File: src/rtl/proc_isa_pkg.sv
// Shared instruction-set constants for pipelined_processor and its instruction source.
// Latency: none (declarations only).
// Backpressure: n/a; field helpers are pure functions.
package proc_isa_pkg;

   localparam logic [5:0]  OP_ADD   = 6'd0;
   localparam logic [5:0]  OP_SUB   = 6'd1;
   localparam logic [5:0]  OP_LOAD  = 6'd2;
   localparam logic [5:0]  OP_NOP   = 6'h3F;
   localparam logic [31:0] NOP_WORD = 32'hFC00_0000;

   localparam int OPC_HI = 31;
   localparam int OPC_LO = 26;
   localparam int RD_HI  = 25;
   localparam int RD_LO  = 21;
   localparam int RS_HI  = 20;
   localparam int RS_LO  = 16;
   localparam int RT_HI  = 15;
   localparam int RT_LO  = 11;

   typedef enum logic [1:0] {
      ST_IDLE  = 2'd0,
      ST_ISSUE = 2'd1,
      ST_DRAIN = 2'd2
   } state_t;

   function automatic logic [5:0] f_opc(input logic [31:0] w);
      return w[OPC_HI:OPC_LO];
   endfunction

   function automatic logic [4:0] f_rd(input logic [31:0] w);
      return w[RD_HI:RD_LO];
   endfunction

   function automatic logic [4:0] f_rs(input logic [31:0] w);
      return w[RS_HI:RS_LO];
   endfunction

   function automatic logic [4:0] f_rt(input logic [31:0] w);
      return w[RT_HI:RT_LO];
   endfunction

endpackage

File: src/rtl/hazard_check.sv
// RAW hazard detector: candidate sources vs rd of real instructions in the last HAZARD_WINDOW slots.
// Latency: hazard is combinational; the history shifts one slot per cycle when shift is high.
// Backpressure: none; the owner decides whether a slot was real (issued) or a bubble/stall.
module hazard_check
   import proc_isa_pkg::*;
#(
   parameter int HAZARD_WINDOW = 2
) (
   input  logic       clk,
   input  logic       reset,
   input  logic       clear,
   input  logic       shift,
   input  logic       slot_real,
   input  logic [4:0] slot_rd,
   input  logic [5:0] cand_opc,
   input  logic [4:0] cand_rs,
   input  logic [4:0] cand_rt,
   output logic       hazard
);

   logic [HAZARD_WINDOW-1:0] hist_vld;
   logic [4:0]               hist_rd [HAZARD_WINDOW];
   logic                     use_rs;
   logic                     use_rt;

   // Slot history: entry 0 is the most recent slot; bubbles and stalls shift in as invalid.
   always_ff @(posedge clk) begin
      if (reset || clear) begin
         hist_vld <= '0;
         for (int i = 0; i < HAZARD_WINDOW; i++) hist_rd[i] <= 5'd0;
      end else if (shift) begin
         for (int i = HAZARD_WINDOW-1; i > 0; i--) begin
            hist_vld[i] <= hist_vld[i-1];
            hist_rd[i]  <= hist_rd[i-1];
         end
         hist_vld[0] <= slot_real;
         hist_rd[0]  <= slot_rd;
      end
   end

   // Compare the candidate's live sources against every valid non-R0 producer in the window.
   always_comb begin
      use_rs = (cand_opc == OP_ADD) || (cand_opc == OP_SUB) || (cand_opc == OP_LOAD);
      use_rt = (cand_opc == OP_ADD) || (cand_opc == OP_SUB);
      hazard = 1'b0;
      for (int i = 0; i < HAZARD_WINDOW; i++) begin
         if (hist_vld[i] && (hist_rd[i] != 5'd0) &&
             ((use_rs && (hist_rd[i] == cand_rs)) || (use_rt && (hist_rd[i] == cand_rt))))
            hazard = 1'b1;
      end
   end

endmodule

File: src/rtl/instr_issue_unit.sv
// Program-memory instruction source: issues prog_len words, then DRAIN_CYCLES NOPs, then pulses done.
// Latency: start at edge N puts mem[0] on instruction_out after edge N+1; all outputs registered.
// Backpressure: stall holds pc and issues a NOP; HAZARD_BUBBLE_EN adds RAW hazard bubbles.
module instr_issue_unit
   import proc_isa_pkg::*;
#(
   parameter int DEPTH        = 16,
   parameter int AW           = 4,
   parameter int DRAIN_CYCLES = 4
`ifdef HAZARD_BUBBLE_EN
   ,
   parameter int HAZARD_WINDOW = 2
`endif
) (
   input  logic          clk,
   input  logic          reset,
   input  logic          load_en,
   input  logic [AW-1:0] load_addr,
   input  logic [31:0]   load_data,
   input  logic [AW:0]   prog_len,
   input  logic          start,
   input  logic          stall,
   output logic [31:0]   instruction_out,
   output logic          issue_valid,
   output logic          busy,
   output logic          done,
   output logic [15:0]   bubble_count
);

   localparam int          DW      = $clog2(DRAIN_CYCLES + 1);
   localparam logic [AW:0] DEPTH_L = (AW+1)'(DEPTH);
   localparam logic [DW-1:0] DC_L  = DW'(DRAIN_CYCLES);

   state_t        state;
   logic [AW-1:0] pc;
   logic [AW:0]   len_q;
   logic [DW-1:0] dcnt;
   logic [31:0]   mem [DEPTH];
   logic [31:0]   fetch_word;
   logic [AW:0]   len_in;
   logic          last_idx;
   logic          hazard;

   assign fetch_word = mem[pc];
   assign len_in     = (prog_len > DEPTH_L) ? DEPTH_L : prog_len;
   assign last_idx   = (({1'b0, pc} + {{AW{1'b0}}, 1'b1}) == len_q);
   assign busy       = (state != ST_IDLE);

   // Program memory: writable only while idle, never reset.
   always_ff @(posedge clk) begin
      if (load_en && (state == ST_IDLE)) mem[load_addr] <= load_data;
   end

   // Issue FSM with registered instruction/valid/done outputs.
   always_ff @(posedge clk) begin
      if (reset) begin
         state           <= ST_IDLE;
         pc              <= '0;
         len_q           <= '0;
         dcnt            <= '0;
         instruction_out <= NOP_WORD;
         issue_valid     <= 1'b0;
         done            <= 1'b0;
      end else begin
         instruction_out <= NOP_WORD;
         issue_valid     <= 1'b0;
         done            <= 1'b0;
         case (state)
            ST_IDLE: begin
               if (start) begin
                  if (len_in != '0) begin
                     state <= ST_ISSUE;
                     pc    <= '0;
                     len_q <= len_in;
                  end else begin
                     done <= 1'b1;
                  end
               end
            end
            ST_ISSUE: begin
               if (!stall && !hazard) begin
                  instruction_out <= fetch_word;
                  issue_valid     <= 1'b1;
                  if (last_idx) begin
                     state <= ST_DRAIN;
                     dcnt  <= '0;
                  end else begin
                     pc <= pc + 1'b1;
                  end
               end
            end
            ST_DRAIN: begin
               // The state lingers one extra cycle so busy stays high through the done cycle.
               if (dcnt == DC_L) begin
                  state <= ST_IDLE;
                  dcnt  <= '0;
                  pc    <= '0;
               end else begin
                  dcnt <= dcnt + 1'b1;
                  done <= (dcnt == DC_L - 1'b1);
               end
            end
            default: state <= ST_IDLE;
         endcase
      end
   end

`ifdef HAZARD_BUBBLE_EN
   logic [15:0] bub_q;
   logic        slot_real;

   assign slot_real    = !stall && !hazard;
   assign bubble_count = bub_q;

   hazard_check #(
      .HAZARD_WINDOW(HAZARD_WINDOW)
   ) u_hazard (
      .clk       (clk),
      .reset     (reset),
      .clear     (state == ST_IDLE),
      .shift     (state == ST_ISSUE),
      .slot_real (slot_real),
      .slot_rd   (f_rd(fetch_word)),
      .cand_opc  (f_opc(fetch_word)),
      .cand_rs   (f_rs(fetch_word)),
      .cand_rt   (f_rt(fetch_word)),
      .hazard    (hazard)
   );

   // Bubble counter: cleared on a real start, counts only unstalled hazard slots, saturates.
   always_ff @(posedge clk) begin
      if (reset) begin
         bub_q <= '0;
      end else if ((state == ST_IDLE) && start && (len_in != '0)) begin
         bub_q <= '0;
      end else if ((state == ST_ISSUE) && !stall && hazard && (bub_q != 16'hFFFF)) begin
         bub_q <= bub_q + 16'd1;
      end
   end
`else
   assign hazard       = 1'b0;
   assign bubble_count = 16'd0;
`endif

endmodule

File: config.mk
export PLATFORM = sky130hd
export DESIGN_NAME = instr_issue_unit
export DESIGN_NICKNAME = d
export VERILOG_FILES = /design/src/rtl/proc_isa_pkg.sv /design/src/rtl/hazard_check.sv /design/src/rtl/instr_issue_unit.sv
export SDC_FILE = /design/constraint.sdc
export NUM_CORES = 1
export LEC_CHECK = 0
export CAP_MARGIN = 40
export CORE_UTILIZATION = 35
export DETAILED_ROUTE_END_ITERATION = 7
export PLACE_DENSITY = 0.61
export SLEW_MARGIN = 20
export SYNTH_ARGS = -nofsm -noshare
export SYNTH_HDL_FRONTEND = slang
export SYNTH_SLANG_ARGS = --single-unit
export TNS_END_PERCENT = 20
File: constraint.sdc
create_clock -name clk -period 5.25 [get_ports clk]
set_input_delay 0.7875 -clock clk [delete_from_list [all_inputs] [get_ports clk]]
set_output_delay 0.7875 -clock clk [all_outputs]
set_load 0.03 [all_outputs]
==> impl_metrics.tcl, run 1 <==
set metrics [dict create \
    critical_path.reg2reg.endpoint "mem[11][22]" \
    num_vias 9809 \
    max-cap-violations 0 \
    crit_family "buffers and inverters" \
    worst-r2r-setup-slack_ns 2.25 \
    critPathKind "reg -> out" \
    unrepaired_setup_endpoints_after_global_routing "no" \
    power.share.clock 0.431 \
    synthesis.yosys.warnings 0 \
    syn-instance-count 988 \
    postPlaceCellArea_um2 23160 \
    detailed_place_hpwl_mm 25.18 \
    post_synth.cell_area_avg_um2 21.52 \
    slew_viol_final 0 \
    layout.core_utilization 0.4206 \
    dieArea_um2 61740 \
    hold_startpoint "len_q[3]" \
    clock_tree_from_tritoncts "built" \
    design.portCount 97 \
    finalSetupViolations 0 \
    ys_top_cells_by_area "sky130_fd_sc_hd__edfxtp_1 72%, sky130_fd_sc_hd__mux4_2 14%, sky130_fd_sc_hd__dfxtp_1 4.5%, sky130_fd_sc_hd__a211oi_1 1.9%, sky130_fd_sc_hd__mux2i_1 1.2%" \
    synth.cells.most_frequent "512 x sky130_fd_sc_hd__edfxtp_1, 134 x sky130_fd_sc_hd__mux4_2, 53 x sky130_fd_sc_hd__a211oi_1" \
    cts-hold-fix-buffers 0 \
    core.rowCount 89 \
    postCtsResizedCells 0 \
    first_pass_iters 4 \
    count_of_unresolved_drc_violations_after_routing 0 \
    peakVddDrop_mv 0.2903 \
    synth_largest_type_area_fraction 0.7230 \
    clk_transition_reported_paths_ns 0.06 \
    clock_skew_ns 0.01818 \
    design.final.nets 1148 \
    synth.cell_area_um2 21260 \
    number_of_antenna_violations_at_the_first_check_in_global_routing 0 \
    finalHoldViolCount 0 \
    p_leak_uw 0.007545 \
    timing.critical_path.buf_inv 2 \
    power.net_switching_uw 1891 \
    synth-seq-area-share 0.7682 \
    status "complete, no violations" \
    cts_bufs_inserted 57 \
    yosys_most_used_dff "sky130_fd_sc_hd__edfxtp_1" \
    capturing_element_type_of_the_critical_path "primary output" \
    largest_fanout_on_the_critical_path 11 \
    crit_path_max_incr_delay_ns 0.64 \
    synthArstFlopShare 0 \
    detail_route.iter0.violations 685 \
    area_growth_syn_to_layout_pct 17.83 \
    final_critical_path_time_including_i_o_delays_and_setup_ns 3.101 \
    die_height_um 248.5 \
    routedWlPerCell_um 22.19 \
    ctsLongestPathBuffers 3 \
    synth.distinct_cells 42 \
    final_cell_area_um2 25060 \
    timing.critical_path.required_ns 4.46 \
    worst_skew_pair.late_latency_ns 0.60 \
    clock_sinks 560 \
    whs_path_depth 2 \
    drive_gt1_frac 0.2323 \
    starting_utilization_of_the_core_area 0.3569 \
    pwr-share-seq 0.528 \
    switching_share 0.2021 \
    clock-root-buffer "sky130_fd_sc_hd__clkbuf_16" \
    synth-edff-count 512 \
    yosys.area.top_type "sky130_fd_sc_hd__edfxtp_1" \
    synth_seq_cells 560 \
    timing_worst_slew_pin_value_ns 0.7924 \
    portBuffers 80 \
    crit_path_start_kind "flip-flop" \
    worstHoldPathType "reg -> reg" \
    grt_pass1_vias 10380 \
    antenna_cells 0 \
    grt_start_max_net_pins 61 \
    timing.max_slew.rel_slack 0.4698 \
    floorplan.core_area_um2 59580 \
    series_of_cell_instances_along_the_critical_path "nor2_1 -> inv_1 -> clkdlybuf4s50_1" \
    yosys.cell_count.top_type "sky130_fd_sc_hd__edfxtp_1" \
    gr-usage-all-layers 0.1402 \
    worst_path_max_delay_cell "sky130_fd_sc_hd__nor2_1" \
    routed_wirelength_mm 42.57 \
    postRouteAntennaNets 0 \
    max_freq_ghz 0.3225 \
    die_width_um 248.5 \
    htreeDepth 2 \
    intPower_uw 7467 \
    total_power_uw 9358 \
    place.gp.congestion 0.6990 \
    critical_path_data_arrival_time_ns 2.31 \
    hold-path-endpoint "len_q[3]" \
    pwr-share-comb 0.041 \
    fin_tns_setup_ns 0 \
    r2r-start "state[0]" \
    routed_via_density 5.114 \
    grt_overflow_total 0 \
    post-cts-setup-buffers 0 \
    finalCritPeriodShare 0.5906 \
    reg2reg_depth 4 \
    power.density_cell_area_nw_per_um2 373.5 \
    grt_pass1_wl_mm 65.78 \
]
-- power groups by stage --
| stage | Sequential (µW) | Clock, µW | Combinational (µW) |
|---|---|---|---|
| CTS | 4950 | 4130 | 382 |
| floorplan | 5040 | 0 | 221 |
| global placement | 5040 | 0 | 367 |
| global route | 4940 | 4300 | 419 |
| detailed placement | 5040 | 0 | 381 |
| finish | 4940 | 4030 | 386 |
-- worst reg2reg max path: stages, from the launching register on --
cell and delay [ns]:
sky130_fd_sc_hd__dfxtp_1 0.39, sky130_fd_sc_hd__nor2_1 0.64, sky130_fd_sc_hd__nand4_1 0.50, sky130_fd_sc_hd__nor2_4 0.69
sky130_fd_sc_hd__buf_4 0.44
-- final cells by class --
class	instances	area, µm²
fill	5111	34520
sequential	560	16350
multi-input combinational	366	4693
clock buffer	76	1528
timing repair buffer	106	1156
tap	773	967.2
clock inverter	30	337.8
inverter	7	26.28
-- how the worst max path moves through the flow --
stage | to | startpoint | slack (ns) | depth (start not counted)
6_report | busy | state[0] | 2.15 | 3
5_1_grt | busy | state[0] | 2.07 | 3
4_1_cts | busy | state[0] | 2.14 | 3
3_5_place_dp | mem[11][24] | load_en | 2.03 | 4
3_3_place_gp | mem[4][24] | load_en | 2.02 | 4
2_1_floorplan | mem[0][0] | load_addr[1] | 1.36 | 2
-- sequential cells by signal, summed over array words and instances, names as in the netlist --
register / count
state: 2
pc: 4
issue_valid: 1
dcnt: 3
instruction_out: 32
mem: 512
done: 1
len_q: 5
-- routing by layer --
metal,global-route usage,share of wire
met5,0,0
met2,0.2313,0.50
met3,0.02816,0.041
met4,0.03567,0.018
met1,0.1902,0.44
-- metrics by stage --
| step | hold slack [ns] | cells | worst slack [ns] |
|---|---|---|---|
| after floorplan | 0.4434 | 1003 | 1.362 |
| after global placement | 0.4645 | 1802 | 2.025 |
| after detailed placement | 0.4637 | 1811 | 2.030 |
| after CTS | 0.4798 | 1917 | 2.139 |
| after global routing | 0.5208 | 1918 | 2.065 |
| final | 0.4742 | 1918 | 2.149 |
-- placed cells by master, fill, tap and decap left out, drive strengths merged, types with 3 or more instances in the layout --
cell type / count
a211oi: 53
a21oi: 4
a31oi: 4
buf: 26
bufinv: 7
clkbuf: 76
clkdlybuf4s50: 80
clkinv: 17
clkinvlp: 4
conb: 16
dfxtp: 48
edfxtp: 512
ha: 4
inv: 9
mux2i: 26
mux4: 134
nand2: 14
nand2b: 7
nand3: 3
nand4b: 4
nor2: 21
nor2b: 28
nor3: 7
nor3b: 3
o21ai: 3
o22ai: 3
or2: 8
xnor2: 3
-- cell families (layout without fill, tap and decap cells) --
logic type                 after synthesis  after routing  synth area share
buffers and inverters                   77            219           0.01901
DFF                                    560            560            0.7682
AOI/OAI and AO/OA                       78             78           0.02707
muxes                                  160            160            0.1542
adders and majority gates                4              4          0.002354
and+or+nand+nor                        103            103           0.02630
other                                    1             16         0.0001764
xor gates and xnor gates                 5              5          0.002707
(Power assumes the default switching activity.)
==> inputs of run 2 (changes only) <==
==> constraint.sdc (replaced) <==
create_clock -name clk -period 3.2 [get_ports clk]
set_input_delay 0.48 -clock clk [delete_from_list [all_inputs] [get_ports clk]]
set_output_delay 0.48 -clock clk [all_outputs]
set_load 0.03 [all_outputs]
==> impl_metrics.tcl, run 2 (same netlist as run 1, synthesis figures left out) <==
set metrics [dict create \
    status "complete, no violations" \
    fin_tns_setup_ns 0 \
    postCtsResizedCells 0 \
    largest_registers_ranked_by_flip_flop_count "mem x512, instruction_out x32, len_q x5" \
    die_width_um 248.5 \
    design.final.nets 1155 \
    worst_path_max_delay_cell "sky130_fd_sc_hd__clkdlybuf4s50_1" \
    routed_via_density 5.155 \
    critPathKind "reg -> out" \
    portBuffers 80 \
    register_area_um2 16350 \
    unrepaired_setup_endpoints_after_global_routing "no" \
    timing_worst_slew_pin_value_ns 0.7357 \
    grt_overflow_total 0 \
    critical_path_data_arrival_time_ns 2.19 \
    clock_sinks 560 \
    area_growth_syn_to_layout_pct 18.26 \
    grt_pass1_wl_mm 67.21 \
    antenna_cells 0 \
    ctsLongestPathBuffers 3 \
    routed_wirelength_mm 43.84 \
    reg2reg_depth 4 \
    first_pass_iters 5 \
    multi_input_comb_area_um2 4700 \
    worst-r2r-setup-slack_ns 0.91 \
    max-cap-violations 0 \
    cts-hold-fix-buffers 0 \
    slew_viol_final 0 \
    largest_fanout_on_the_critical_path 9 \
    core.rowCount 89 \
    worstHoldPathType "reg -> reg" \
    most_frequent_standard_cell_in_the_layout_excluding_fill_and_tap_cells "sky130_fd_sc_hd__edfxtp_1" \
    r2r-start "state[0]" \
    worst_skew_pair.late_latency_ns 0.62 \
    dieArea_um2 61740 \
    count_of_unresolved_drc_violations_after_routing 0 \
    clock-root-buffer "sky130_fd_sc_hd__clkbuf_16" \
    capturing_element_type_of_the_critical_path "primary output" \
    detail_route.iter0.violations 718 \
    timing.max_slew.rel_slack 0.5080 \
    critical_path.reg2reg.endpoint "mem[9][9]" \
    number_of_antenna_violations_at_the_first_check_in_global_routing 0 \
    series_of_cell_instances_along_the_critical_path "nor2_1 -> buf_4 -> inv_1 -> clkdlybuf4s50_1" \
    largest_register_ff_count 512 \
    grt_start_max_net_pins 63 \
    crit_path_max_incr_delay_ns 0.58 \
    routedWlPerCell_um 22.79 \
    die_height_um 248.5 \
    crit_path_start_kind "flip-flop" \
    dp_cells 1821 \
    htreeDepth 2 \
    postPlaceCellArea_um2 23330 \
    cts_bufs_inserted 55 \
    drive_gt1_frac 0.2354 \
    worst_hold_slack_ns 0.4814 \
    post_layout_nonfiller_instances 1924 \
    num_vias 9919 \
    finalCritPeriodShare 0.8339 \
    placement.setup.worst_slack_ns 0.5997 \
    final_critical_path_time_including_i_o_delays_and_setup_ns 2.668 \
    clock_tree_from_tritoncts "built" \
    gr-usage-all-layers 0.1450 \
    power.density_cell_area_nw_per_um2 604.2 \
    largest-register "mem" \
    finalHoldViolCount 0 \
    setup_slack_ns 0.5316 \
    max_freq_ghz 0.3748 \
    grt_pass1_vias 10460 \
    design.portCount 97 \
    finalSetupViolations 0 \
    timing.critical_path.required_ns 2.72 \
    final_cell_area_um2 25150 \
    filler_cell_count 5101 \
    clock_skew_ns 0.02183 \
    starting_utilization_of_the_core_area 0.3569 \
    p_leak_uw 0.007587 \
    whs_path_depth 2 \
    place.gp.congestion 0.7017 \
    clk_transition_reported_paths_ns 0.06 \
    peakVddDrop_mv 0.4348 \
    hold-path-endpoint "len_q[3]" \
    postRouteAntennaNets 0 \
    post-cts-setup-buffers 0 \
    most-common-layout-cells "512 x sky130_fd_sc_hd__edfxtp_1, 134 x sky130_fd_sc_hd__mux4_2, 80 x sky130_fd_sc_hd__clkdlybuf4s50_1" \
    detailed_place_hpwl_mm 24.69 \
    hold_startpoint "len_q[3]" \
    floorplan.core_area_um2 59580 \
]
run 2: layout make-up:
| type | count | area share |
|---|---|---|
| tap | 773 | 0.03846 |
| multi-input combinational | 366 | 0.1869 |
| timing repair buffer | 115 | 0.05125 |
| inverter | 7 | 0.001045 |
| sequential | 560 | 0.6501 |
| clock inverter | 26 | 0.01144 |
| clock buffer | 77 | 0.06085 |
run 2: power breakdown:
part	switching (µW)	internal (µW)	total (µW)
logic	379	273	652
registers	29.7	8070	8100
clock network	2690	3750	6440
run 2: worst max-delay path by stage:
stage | start | to | cells after the start
2_1_floorplan | state[0] | mem[3][0] | 5
3_3_place_gp | load_addr[0] | mem[9][4] | 4
3_5_place_dp | load_addr[0] | mem[9][4] | 4
4_1_cts | state[0] | busy | 4
5_1_grt | state[0] | busy | 4
6_report | state[0] | busy | 4
run 2: per-stage QoR:
stage / utilization / power (µW)
after global routing: 0.4221 / 15670
after global placement: 0.3916 / 8912
after detailed placement: 0.3916 / 8927
after floorplan: - / 8630
final: 0.4221 / 15190
after CTS: 0.4221 / 15350
run 2: layer usage:
metal / global-route usage / routed length [µm] / vias up
met4: 0.04738 / 907 / 0
met3: 0.02397 / 1808 / 55
li1: - / - / 4317
met1: 0.1967 / 19540 / 5339
met2: 0.2384 / 21590 / 208
met5: 0 / 0 / -
run 2: worst max-delay path, delay by kind of cell, from the launching register on:
family | cells | cell delay [ns]
buffers and inverters | 3 | 0.85
flip-flops | 1 | 0.39
AND/OR/NAND/NOR | 1 | 0.34
